$ cat config.mk
export PLATFORM = sky130hd
export DESIGN_NAME = step_scheduler
export DESIGN_NICKNAME = d
export VERILOG_FILES = /design/src/rtl/step_scheduler.sv
export SDC_FILE = /design/constraint.sdc
export NUM_CORES = 1
export LEC_CHECK = 0
export CORE_ASPECT_RATIO = 0.75
export CORE_MARGIN = 5
export CORE_UTILIZATION = 40
export CTS_CLUSTER_DIAMETER = 200
export DETAILED_ROUTE_END_ITERATION = 6
export HOLD_SLACK_MARGIN = 0.1
export PLACE_DENSITY = 0.7
export SYNTH_ARGS = -nofsm -noshare
export SYNTH_HDL_FRONTEND = slang
export SYNTH_SLANG_ARGS = --single-unit
$ cat constraint.sdc
create_clock -name Clock -period 2.9 [get_ports Clock]
set_clock_uncertainty 0.05 [all_clocks]
set_input_delay 0.58 -clock Clock [delete_from_list [all_inputs] [get_ports Clock]]
set_output_delay 0.58 -clock Clock [all_outputs]
set_load 0.01 [all_outputs]
$ cat src/rtl/step_scheduler.sv
// step_scheduler: master step-timing controller for the step sequencer.
// It divides the clock into step strobes, walks StepIdx over STEPS columns,
// fires per-track triggers from the pattern grid, counts pattern loops and
// gates Play for the sample players.
// Optional feature macro: SWING_EN. When it is defined, the Swing input is
// added and even/odd steps are lengthened/shortened by the same amount.
// Start and Stop are single-cycle command pulses. There is no ready/ack:
// a pulse is acted on at the edge where it is sampled, and Stop beats Start
// when both are present in the same cycle.
module step_scheduler #(
  parameter int STEPS    = 16,
  parameter int TRACKS   = 4,
  parameter int PERIOD_W = 24,
  parameter int LOOP_W   = 7
) (
  input  logic                      Clock,
  input  logic                      Reset,
  input  logic                      Start,
  input  logic                      Stop,
  input  logic [PERIOD_W-1:0]       StepPeriod,
  input  logic [LOOP_W-1:0]         Loops,
  input  logic [TRACKS*STEPS-1:0]   Pattern,
`ifdef SWING_EN
  input  logic [PERIOD_W-2:0]       Swing,
`endif
  output logic                      Play,
  output logic                      Step,
  output logic [$clog2(STEPS)-1:0]  StepIdx,
  output logic [TRACKS-1:0]         Trig,
  output logic                      Done,
  output logic [1:0]                fsm_state
);

  localparam int IDX_W = $clog2(STEPS);
  localparam int CNT_W = PERIOD_W + 1;

  typedef enum logic [1:0] {
    S_IDLE = 2'd0,
    S_RUN  = 2'd1,
    S_FIN  = 2'd2
  } state_t;

  state_t              state, state_next;
  logic [PERIOD_W-1:0] period_q;
  logic [LOOP_W-1:0]   loops_q;
  logic [LOOP_W-1:0]   loop_cnt;
  logic [CNT_W-1:0]    cnt;
  logic [CNT_W-1:0]    dur;
  logic [IDX_W-1:0]    step_idx;
  logic                step_q;
  logic [PERIOD_W-1:0] period_in;
  logic                start_go;
  logic                step_end;
  logic                last_step;
  logic [STEPS-1:0]    row;

`ifdef SWING_EN
  logic [PERIOD_W-2:0] swing_q;
  logic [PERIOD_W-1:0] swing_lim;
  logic [PERIOD_W-2:0] swing_in;
`endif

  // Config capture values: period clamped to at least 2, swing limited to P/2.
  always_comb begin
    period_in = (StepPeriod < PERIOD_W'(2)) ? PERIOD_W'(2) : StepPeriod;
`ifdef SWING_EN
    swing_lim = period_in >> 1;
    swing_in  = ({1'b0, Swing} > swing_lim) ? swing_lim[PERIOD_W-2:0] : Swing;
`endif
  end

  // Length of the current step in cycles; swing stretches even steps and
  // shrinks odd ones so a pair of steps always spans 2*P.
  always_comb begin
`ifdef SWING_EN
    if (step_idx[0])
      dur = {1'b0, period_q} - {2'b00, swing_q};
    else
      dur = {1'b0, period_q} + {2'b00, swing_q};
`else
    dur = {1'b0, period_q};
`endif
  end

  // FSM next state, step-boundary detection and Moore outputs.
  always_comb begin
    state_next = state;
    start_go   = Start && !Stop;
    step_end   = (state == S_RUN) && (cnt == dur - CNT_W'(1));
    last_step  = (step_idx == IDX_W'(STEPS - 1)) && (loops_q != '0) &&
                 (loop_cnt == loops_q - LOOP_W'(1));
    case (state)
      S_IDLE: if (start_go) state_next = S_RUN;
      S_RUN: begin
        if (Stop)                       state_next = S_IDLE;
        else if (Start)                 state_next = S_RUN;
        else if (step_end && last_step) state_next = S_FIN;
      end
      S_FIN:   state_next = start_go ? S_RUN : S_IDLE;
      default: state_next = S_IDLE;
    endcase
    Play      = (state == S_RUN);
    Done      = (state == S_FIN);
    Step      = step_q;
    StepIdx   = step_idx;
    fsm_state = state;
  end

  // Triggers are taken live from the pattern during the strobe cycle only.
  always_comb begin
    row  = '0;
    Trig = '0;
    for (int t = 0; t < TRACKS; t++) begin
      row     = Pattern[t*STEPS +: STEPS];
      Trig[t] = step_q & row[step_idx];
    end
  end

  // FSM state register.
  always_ff @(posedge Clock) begin
    if (Reset) state <= S_IDLE;
    else       state <= state_next;
  end

  // Step timing datapath: config latch, period counter, step index, loops.
  always_ff @(posedge Clock) begin
    if (Reset) begin
      period_q <= '0;
      loops_q  <= '0;
      loop_cnt <= '0;
      cnt      <= '0;
      step_idx <= '0;
      step_q   <= 1'b0;
`ifdef SWING_EN
      swing_q  <= '0;
`endif
    end else if (start_go) begin
      period_q <= period_in;
      loops_q  <= Loops;
      loop_cnt <= '0;
      cnt      <= '0;
      step_idx <= '0;
      step_q   <= 1'b1;
`ifdef SWING_EN
      swing_q  <= swing_in;
`endif
    end else if (state == S_RUN && !Stop && step_end && !last_step) begin
      cnt      <= '0;
      step_q   <= 1'b1;
      step_idx <= step_idx + IDX_W'(1);
      if (step_idx == IDX_W'(STEPS - 1) && loops_q != '0)
        loop_cnt <= loop_cnt + LOOP_W'(1);
    end else if (state == S_RUN && !Stop && !step_end) begin
      cnt    <= cnt + CNT_W'(1);
      step_q <= 1'b0;
    end else begin
      cnt      <= '0;
      step_q   <= 1'b0;
      step_idx <= '0;
      loop_cnt <= '0;
    end
  end

endmodule

==> flow_metrics.py <==
metrics = {
    "yosys": {
        "ys_ff_latch": 70,
        "synth_top_flop_cell": "dfxtp_1",
        "synth_mux_area_frac": 0.1136,
        "syn_inst": 504,
        "ys_types": 59,
        "synth_nets": 609,
        "synth_top_family_by_area": "simple AND/OR/NAND/NOR gates",
        "synth_seq_area_share": 0.3119,
        "synthAdderAreaFrac": 0.01671,
        "yosysWarnings": 0,
        "synth_xor_area_frac": 0.1131,
        "synthArstFlopShare": 0,
        "syn-mean-instance-area_um2": 8.915,
        "synth-compound-area-share": 0.1292,
        "synth_edf_count": 0,
        "yosys.area_share.simple": 0.2735,
        "synthesis.area_um2": 4493,
    },
    "critical_path": {
        "rr_worst_depth": 11,
        "worstSetupPathType": "primary input to output pin",
        "cp.required_ns": 2.27,
        "reg2reg_from": "period_q[0]",
        "reg2reg_slack_ns": 0.15,
        "setup.worst_path.start": "Pattern[50]",
        "endpoint_kind": "output pin",
        "crit_path_max_fanout": 1,
        "r2r_end": "cnt[17]",
        "startpoint_type": "primary input",
        "critPathArrivalTime_ns": 2.24,
    },
    "cts": {
        "htreeDepth": 3,
        "numCtsBuffers": 9,
        "ctsHoldBuffers": 0,
        "clkSinkCount": 70,
        "cts_tree": "yes",
        "root_buffer": "clkbuf_16",
        "cts_setup_buffers": 0,
        "cts.reportedPaths.clkPinSlew_ns": 0.06,
        "clkLatencyLatePin_ns": 0.33,
        "cts_buffer_depth": 2,
    },
    "die": {
        "die_area_um2": 13470,
        "io_pins": 112,
        "start_util": 0.4106,
        "die_y_um": 101.8,
        "coreArea_um2": 10940,
        "placementRows": 33,
        "die_width_um": 132.4,
    },
    "timing": {
        "hold_viol": 0,
        "worstMarginPinSlew_ns": 0.8142,
        "setup_viol": 0,
        "fin_ws_ns": 0.03453,
        "min_period_over_period": 0.9881,
        "min_period_ns": 2.865,
        "clock.fmax_ghz": 0.3490,
        "slew-limit-headroom": 0.4522,
        "timing.hold.ws_ns": 0.4360,
        "final_max_slew_viol_count": 0,
    },
    "global_routing": {
        "grt_usage": 0.2048,
        "overflow": 0,
        "grt_pass1_vias": 4466,
        "antenna_found_initial": 0,
        "grt_max_degree": 26,
        "grt_pass1_wl_um": 22470,
    },
    "routing": {
        "wirelength_um": 13680,
        "post_drt_wl_per_cell_um": 17.53,
        "firstDrtPassIters": 5,
        "drc": 0,
        "first_iter_violations": 288,
        "vias": 4413,
        "viasPerCell": 5.658,
        "drt.antenna.violating_nets": 0,
    },
    "cells_and_area": {
        "seqCellArea_um2": 1404,
        "drive_above_1_share": 0.1641,
        "area_delta_synth_final_pct": 41.27,
        "multi_input_comb_area_um2": 2998,
        "antenna_cells": 0,
        "fillers": 969,
        "layout.nets": 740,
        "fin_util": 0.5801,
        "final_cell_count_no_fill": 780,
    },
    "job": {
        "cap_violations": 0,
    },
    "outcome": {
        "status": "completed",
    },
    "power_and_ir_drop": {
        "p_per_area_nw_per_um2": 410.9,
        "p_total_mw": 2.608,
        "vdd_drop_max_mv": 0.3290,
        "p_leak_nw": 2.338,
    },
    "worst_hold_path": {
        "hold_class": "register to register",
        "hold_start": "loops_q[5]",
        "whs_path_depth": 2,
        "min_to": "loops_q[5]",
    },
    "placement": {
        "hpwl_um": 10790,
        "preCtsSetupSlack_ns": -0.3399,
        "numPortBuffers": 111,
        "dpl.cell_count": 764,
        "place.gp.congestion": 0.8767,
    },
}
what timing repair did:
item,in CTS,in global routing
pin swaps,3,4
gates resized for setup,22,21
setup endpoints to repair,39,40
logic make-up (layout without fill, tap and decap cells):
| group | after synthesis | in the layout |
|---|---|---|
| xor+xnor | 58 | 58 |
| buf+inv | 44 | 180 |
| flops | 70 | 70 |
| fa+ha+maj | 6 | 6 |
| simple gates | 217 | 217 |
| compound gates | 83 | 83 |
| mux | 26 | 26 |
cell usage after synthesis, drive strengths merged (3+ instances only):
cell type	instances	share of area
ha	6	0.017
nand2	37	0.031
nor2	42	0.035
nand3	21	0.023
a21o	4	0.0067
mux4	20	0.10
o21ai	9	0.010
or3	4	0.0056
mux2i	6	0.013
clkbuf	21	0.018
and3	9	0.013
nand3b	11	0.018
and4	4	0.0078
and2	6	0.0084
nor3	17	0.019
nor4	18	0.031
inv	16	0.013
dfxtp	70	0.31
buf	7	0.011
or4	7	0.012
a31oi	3	0.0042
nand4	12	0.017
xor2	26	0.051
nand2b	10	0.014
a22o	21	0.041
nand4b	5	0.0097
xnor2	32	0.062
a21oi	25	0.028
nor2b	4	0.0056
report_power, final:
group	total [mW]	internal [mW]	switching [mW]
Combinational	0.518	0.303	0.215
Sequential	1.02	0.985	0.0340
Clock	1.07	0.658	0.413
metrics by stage:
step,TNS (ns),instance area (µm²)
after floorplan,0,4496
final,0,6347
after CTS,0,6260
after detailed placement,-2.270,5971
after global placement,-1.187,5971
after global routing,-0.1732,6347
layout by cell type (no fill, tap or decap), drive strengths merged, types with 3 or more instances in the layout:
master           n
nor2            42
buf             41
xor2            26
nand2b          10
dlymetal6s2s     5
and3             9
xnor2           32
ha               6
a21oi           25
and2             6
clkbuf           9
nor3            17
dfxtp           70
inv             16
a21o             4
nor4            18
or4              7
clkinv           4
nand3           21
or3              4
o21ai            9
nand4           12
nand3b          11
nand4b           5
a31oi            3
mux2i            6
nor2b            4
nand2           37
and4             4
a22o            21
mux4            20
clkdlybuf4s50  101
area by class of cell:
| class | instances | area share |
|---|---|---|
| sequential | 70 | 0.2212 |
| inverter | 16 | 0.009462 |
| multi-input combinational | 390 | 0.4723 |
| timing repair buffer | 148 | 0.2237 |
| tap | 140 | 0.02760 |
| clock inverter | 7 | 0.01025 |
| clock buffer | 9 | 0.03548 |
sequential cells by signal, indices dropped and copies added, names as in the netlist:
register	cells
Step	1
cnt	25
loops_q	7
fsm_state	2
period_q	24
StepIdx	4
loop_cnt	7
worst max-delay path: stages:
cell and delay, ns:
clkdlybuf4s50_1 0.40, mux4_2 0.49, mux4_2 0.46, and2_4 0.17, buf_4 0.13
layer usage:
layer / part of all wire / global-route usage
met3: 0.064 / 0.05462
met1: 0.47 / 0.2809
met2: 0.45 / 0.3232
met4: 0.011 / 0.05243
met5: 0 / 0
worst max-delay path by stage:
stage	endpoint	slack, ns	cells past startpoint
after global placement	Trig[3]	-0.33	5
after floorplan	Trig[0]	0.09	5
final	Trig[3]	0.03	5
after CTS	Trig[3]	0.01	5
after detailed placement	Trig[3]	-0.34	5
after global routing	loop_cnt[6]	-0.02	11
Power figures use the tool's default switching activity.
